$ cat src/rtl/led_mode_sequencer.sv
// led_mode_sequencer: debounced two-switch controller stepping the LEDs through DIRECT/CHASE/BLINK/COUNT modes
module led_mode_sequencer #(
    parameter int DEBOUNCE_LIMIT = 250000,
    parameter int TICK_LIMIT     = 6250000
) (
    input  logic       i_Clk,
    input  logic       i_Rst_L,
    input  logic       i_Switch_1,
    input  logic       i_Switch_2,
    output logic       o_LED_1,
    output logic       o_LED_2,
    output logic       o_LED_3,
    output logic       o_LED_4,
    output logic [1:0] o_Mode
);
    localparam int DW = (DEBOUNCE_LIMIT > 1) ? $clog2(DEBOUNCE_LIMIT) : 1;
    localparam int TW = (TICK_LIMIT > 1) ? $clog2(TICK_LIMIT) : 1;

    typedef enum logic [1:0] {DIRECT, CHASE, BLINK, COUNT} mode_t;

    logic [1:0]    r_meta, r_sync, r_stable, r_stable_d;
    logic [DW-1:0] r_db_cnt [2];
    logic [1:0]    w_press;
    mode_t         r_mode, w_mode_n;
    logic          r_pause, w_pause_n, w_tick;
    logic [TW-1:0] r_presc, w_presc_n;
    logic [3:0]    r_pattern, w_pattern_n;

    always_ff @(posedge i_Clk or negedge i_Rst_L) begin
        if (!i_Rst_L) begin
            r_meta     <= '0;
            r_sync     <= '0;
            r_stable   <= '0;
            r_stable_d <= '0;
            r_db_cnt   <= '{default: '0};
        end else begin
            r_meta     <= {i_Switch_2, i_Switch_1};
            r_sync     <= r_meta;
            r_stable_d <= r_stable;
            for (int k = 0; k < 2; k++)
                if (r_sync[k] == r_stable[k])
                    r_db_cnt[k] <= '0;
                else if (r_db_cnt[k] == DW'(DEBOUNCE_LIMIT - 1)) begin
                    r_stable[k] <= r_sync[k];
                    r_db_cnt[k] <= '0;
                end else
                    r_db_cnt[k] <= r_db_cnt[k] + 1'b1;
        end
    end

    // Press events fire the cycle after a debounced 0->1; releases are ignored
    assign w_press = r_stable & ~r_stable_d;

    always_ff @(posedge i_Clk or negedge i_Rst_L) begin
        if (!i_Rst_L) begin
            r_mode    <= DIRECT;
            r_pause   <= 1'b0;
            r_presc   <= '0;
            r_pattern <= 4'b0000;
            {o_LED_4, o_LED_3, o_LED_2, o_LED_1} <= 4'b0000;
            o_Mode    <= 2'd0;
        end else begin
            r_mode    <= w_mode_n;
            r_pause   <= w_pause_n;
            r_presc   <= w_presc_n;
            r_pattern <= w_pattern_n;
            {o_LED_4, o_LED_3, o_LED_2, o_LED_1} <= (r_mode == DIRECT) ? {2'b00, r_stable} : r_pattern;
            o_Mode    <= r_mode;
        end
    end

    // A mode advance overrides both a pending pause toggle and a coincident tick
    always_comb begin
        w_mode_n    = r_mode;
        w_pause_n   = r_pause;
        w_presc_n   = r_presc;
        w_pattern_n = r_pattern;
        w_tick      = 1'b0;
        if (w_press[0]) begin
            w_mode_n    = mode_t'(r_mode + 2'd1);
            w_pause_n   = 1'b0;
            w_presc_n   = '0;
            w_pattern_n = (w_mode_n == CHASE) ? 4'b0001 : 4'b0000;
        end else if (r_mode == DIRECT)
            w_presc_n = '0;
        else begin
            w_pause_n = r_pause ^ w_press[1];
            if (!r_pause) begin
                w_tick    = (r_presc == TW'(TICK_LIMIT - 1));
                w_presc_n = w_tick ? '0 : r_presc + 1'b1;
                if (w_tick)
                    w_pattern_n = (r_mode == CHASE) ? {r_pattern[2:0], r_pattern[3]} :
                                  (r_mode == BLINK) ? ~r_pattern : r_pattern + 4'd1;
            end
        end
    end
endmodule
$ cat config.mk
export PLATFORM = sky130hd
export DESIGN_NAME = led_mode_sequencer
export DESIGN_NICKNAME = d
export VERILOG_FILES = /design/src/rtl/led_mode_sequencer.sv
export SDC_FILE = /design/constraint.sdc
export NUM_CORES = 1
export LEC_CHECK = 0
export ABC_CLOCK_PERIOD_IN_PS = 3000
export CAP_MARGIN = 0
export CORE_MARGIN = 2
export CORE_UTILIZATION = 45
export DETAILED_ROUTE_END_ITERATION = 8
export SLEW_MARGIN = 5
export SYNTH_ARGS = -nofsm -noshare
export SYNTH_HDL_FRONTEND = slang
export SYNTH_SLANG_ARGS = --single-unit
$ cat constraint.sdc
create_clock -name i_Clk -period 3 [get_ports i_Clk]
set_input_delay 0.3 -clock i_Clk [delete_from_list [all_inputs] [get_ports i_Clk]]
set_output_delay 0.3 -clock i_Clk [all_outputs]
set_load 0.02 [all_outputs]
Word-level counts from Yosys, hierarchy flattened

Index checks and enable logic that the tools add are counted.

Add/sub/neg operators: 5
Multiplexer cells: 18
Bitwise gates (word level): 6
Equality and inequality tests: 11
Reductions and logical operators: 5

Operators by type and width:

| cell                  | count |
|---|---|
| $mux 23               | 4 |
| $mux 18               | 4 |
| $add 18x1->18 const B | 2 |
| $eq 18x18->1 const B  | 2 |
| $mux 4                | 7 |
| $add 23x1->23 const B | 1 |
| $eq 23x23->1 const B  | 1 |
| $add 4x1->4 const B   | 1 |
| $eq 2x1->1 const B    | 2 |
| $ne 2x2->1 const B    | 2 |
| $not 4->4             | 1 |
| $reduce_and 2->1      | 2 |
| $mux 1                | 3 |
| $ne 3x2->1 const B    | 1 |
| $reduce_and 3->1      | 1 |
| $add 2x1->2 const B   | 1 |
| $and 2x2->2           | 1 |
| $eq 1x1->1            | 2 |
| $eq 2x2->1 const B    | 1 |
| $logic_not 2->1       | 1 |
| $not 1->1             | 2 |
| $not 2->2             | 1 |
| $reduce_bool 2->1     | 1 |
| $xor 1x1->1           | 1 |

Output and inout bits: 6
Input port bits: 4
Logic and storage cells: 61
Flip-flop bits (word level): 80

Logic depth before layout (Yosys ltp)

Depth in word-level cells: 7
Mapped depth: 8
Gate-level depth less buffers: 7

Worst setup path before layout

Ideal clock, no wire load.

Kind: register to register
Start: register r_mode[0]
End: register r_presc[22]
Buffers on the path: 0
Data arrival time: 1.763 ns
Stages on the path, launching flop included: 8
Slack: 1.160 ns
Library setup time: 0.077 ns
Clock period less this slack: 1.840 ns
Data required time: 2.923 ns
Cells stage by stage: dfrtp_1 > inv_1 > ha_1 > nor2b_4 > a211oi_4 > nand3_2 > or3_1 > a21oi_1

Longest elaborated chain between the ends: 3
Elaborated cells between the ends (all ways): 4
Classes of those cells: eq/ne: 1; mux: 2; reduce/logical: 1

Ends and longest elaborated chain:

| item                   | RTL line | source |
|---|---|---|
| from (decl)            | 24       | `mode_t r_mode, w_mode_n;` |
| from (signal assigned) | 63       | `r_mode <= w_mode_n;` |
| $logic_not 2->1 *      | 84       | `end else if (r_mode == DIRECT)` |
| $mux 23                | 84       |  |
| $mux 23                | 79       | `if (w_press[0]) begin` |
| to (signal assigned)   | 65       | `r_presc <= w_presc_n;` |
| to (decl)              | 26       | `logic [TW-1:0] r_presc, w_presc_n;` |

Every way passes the cells marked *; elsewhere a longest branch is shown, timed or not.
A chain may end at the register's enable or synchronous reset.

Final worst setup path

Start: register r_presc[0]
End: register r_presc[18]

Longest elaborated chain between the ends: 5
Elaborated cells between the ends (all ways): 6
Classes of those cells: add/sub: 1; eq/ne: 1; mux: 4

Ends and longest elaborated chain:

| item                                          | RTL line | source |
|---|---|---|
| $add 23x1->23 or $eq 23x23->1 (tied branches) | 90, 89   |  |
| $mux 23 *                                     | 90       | `w_presc_n = w_tick ? '0 : r_presc + 1'b1;` |
| $mux 23 *                                     | 88       | `if (!r_pause) begin` |
| $mux 23 *                                     | 84       |  |
| $mux 23 *                                     | 79       |  |

Every way passes the cells marked *; elsewhere a longest branch is shown, timed or not. The select of a mux whose other input is x is not followed.

==> impl_results.md <==
- Status: finished clean
- Die area: 9306 sq um
- Post-synth top cells: dfrtp_1 (80), nor2_1 (64), xor2_1 (32)
- Gr usage total: 16.22%
- Antenna diodes: 0
- Residual DRC: 0
- Max Root-Sink Buffers: 2
- H-tree Lvls: 3
- FP Rows: 33
- Net count, final: 396
- Syn avg cell area: 10.23 sq um
- Core Area: 8258 sq um
- RSZ-0062 raised after global routing: false
- Gpl congestion: 0.7618
- # IOs: 10
- Design area: 4255 sq um
- Total power: 2092 uW
- Synth top area cells: dfrtp_1 (52%), xor2_1 (7.3%), nor2_1 (6.2%)
- # Post-CTS Setup Buffers: 0
- WP data required: 3.20 ns
- Setup violators final: 0
- MaxCap Viol Count: 0
- Synth Warn #: 0
- Area growth, synth to finish: 10.60%
- Number of flops mapped to enable cells by yosys: 0
- Post-synth ARST share: 100.0%
- Pin count of the biggest net entering global routing: 81
- Root Driver: clkbuf_8
- Worst slew pin tran: 0.9993 ns
- Hold WS: 0.07930 ns
- Clock-pin transition on the worst setup and hold timing paths: 0.08 ns
- Area fraction of the dominant cell type after synthesis: 52.03%
- Relative slew slack: 33.38%
- Post-DP HPWL: 4440 um
- Pleak: 0.001783 uW
- Gate Count Post-Synth: 376
- Synth cell types: 42
- Wire per inst: 13.54 um
- Max Slew Vio Count: 0
- Post-CTS Hold Fix Bufs: 0
- Startpoint types: flop
- TNS Setup: 0 ns
- Clk Latency, worst-skew pair: 0.34 ns
- Peak VDD IR: 326.0 uV
- Routed WL: 6700 um
- GRT overflow: 0
- CP arrival: 2.36 ns
- Wire length of the first global-routing pass: 11760 um
- Fmax: 0.4631 GHz
- Synth Flop Type: dfrtp_1
- Hold Path Class: in -> async
- Syn Nets: 387
- Die extent in x: 96.47 um
- Crit Path Max Fanout: 17
- Syn Std Cell Area: 3847 sq um
- Top-count cell post-synth: dfrtp_1
- 1st-pass router iterations: 4
- Yosys top cell by area: dfrtp_1
- Pwr Density: 491.5 nW/um^2
- Hold Vio Cnt, Final: 0
- Starting DRT DRC Count: 60
- Post-DP Area: 4010 sq um
- # port buffers: 9
- CTS resizes: 0
- Vias/cell: 5.257
- Register bit total from synthesis: 80
- Final min period: 2.159 ns
- Initial antenna violation count: 0
- Initial Util: 46.59%
- Fillers: 778
- Chip height: 96.47 um
- Crit path kind: reg -> reg
- Routed Antenna Nets: 0
- Core Util, Final: 51.53%
- Sequential share of the synthesized area: 52.03%
- Final period util: 71.98%
- Total number of vias: 2602
- CTS buffer count: 9
- Share of cells above drive strength 1: 7.436%
- Clk_skew: 0.01068 ns
- Crit path capture type: flop
- Clock Sink Count: 80
- CTS tree: built
- Number of global-route vias before repair: 2524
-- metrics by stage --
stage	worst slack (ns)	cells
finish	0.8405	495
CTS	0.8441	495
global placement	0.9394	479
detailed placement	0.8355	479
floorplan	1.160	376
global route	0.6824	495
-- metal layers --
metal / share of wire [%] / global-route usage, % / up-vias
li1: - / - / 1297
met1: 50 / 22.36 / 1265
met2: 46 / 25.17 / 32
met3: 3.3 / 4.189 / 8
met4: 0.91 / 5.164 / 0
met5: 0 / 0 / -
-- layout make-up --
type	instances	area, sq um	share of cell area (%)
Clock buffer	11	141.4	3.323
Multi-Input combinational cell	275	1744	40.99
Clock inverter	5	103.9	2.440
Sequential cell	80	2002	47.05
Tap cell	105	131.4	3.087
Timing Repair Buffer	11	102.6	2.411
Inverter	8	30.03	0.7057
-- worst max-delay path, stage by stage (launching register included) --
cell	delay, ns
dfrtp_1	0.41
ha_1	0.18
nor2b_1	0.20
nand3_1	0.22
nor3_1	0.30
nand2b_1	0.58
nor2_1	0.13
-- flip-flops by register name, indices dropped and copies added (netlist names) --
register	count
r_db_cnt	36
o_Mode	2
o_LED_1	1
r_stable_d	2
r_pattern	4
o_LED_4	1
o_LED_3	1
r_presc	23
r_mode	2
o_LED_2	1
r_meta	2
r_sync	2
r_pause	1
r_stable	2
-- cells in the final DEF (no fill, tap or decap), drive strengths merged, types with 2 or more instances in the layout --
cell           count
a211oi             2
a21oi              5
a31oi              3
and2               5
and3              13
and4               4
buf                3
bufinv             3
clkbuf            11
clkdlybuf4s50      8
clkinv             2
dfrtp             80
ha                 7
inv                8
mux2               3
mux2i              3
nand2             24
nand2b             4
nand3             22
nand4             17
nand4b             2
nor2              64
nor2b              7
nor3               8
nor3b              2
nor4               6
nor4b              2
o21ai              6
o31ai              5
or3                3
xnor2             21
xor2              32
-- cells by family (layout without fill, tap and decap cells) --
logic type                 count (synthesis)  count (layout)  synth area share [%]
xor gates and xnor gates                  53              53                 12.07
and+or+nand+nor                          186             186                 25.07
buffers and inverters                     21              35                 2.634
AOI/OAI and AO/OA                         23              23                 4.260
muxes                                      6               6                 1.659
DFF                                       80              80                 52.03
adders and majority gates                  7               7                 2.276
-- final timing paths --
kind	startpoint	end	slack [ns]	cells past startpoint
min in group i_Clk	r_meta[1]	r_sync[1]	0.35	0
hold reg to reg	r_meta[1]	r_sync[1]	0.35	0
hold / removal	i_Rst_L	r_presc[18]	0.08	1
setup / recovery	r_presc[0]	r_presc[18]	0.84	6
max in group asynchronous	i_Rst_L	r_db_cnt[32]	2.23	1
setup reg to reg	r_presc[0]	r_presc[18]	0.84	6
-- power breakdown --
part	switching, uW	internal (uW)	total, uW
Combinational	33.0	10.3	43.2
Sequential	7.19	1090	1090
Clock	378	576	955
Note: power is estimated with default switching activity, not from simulation.
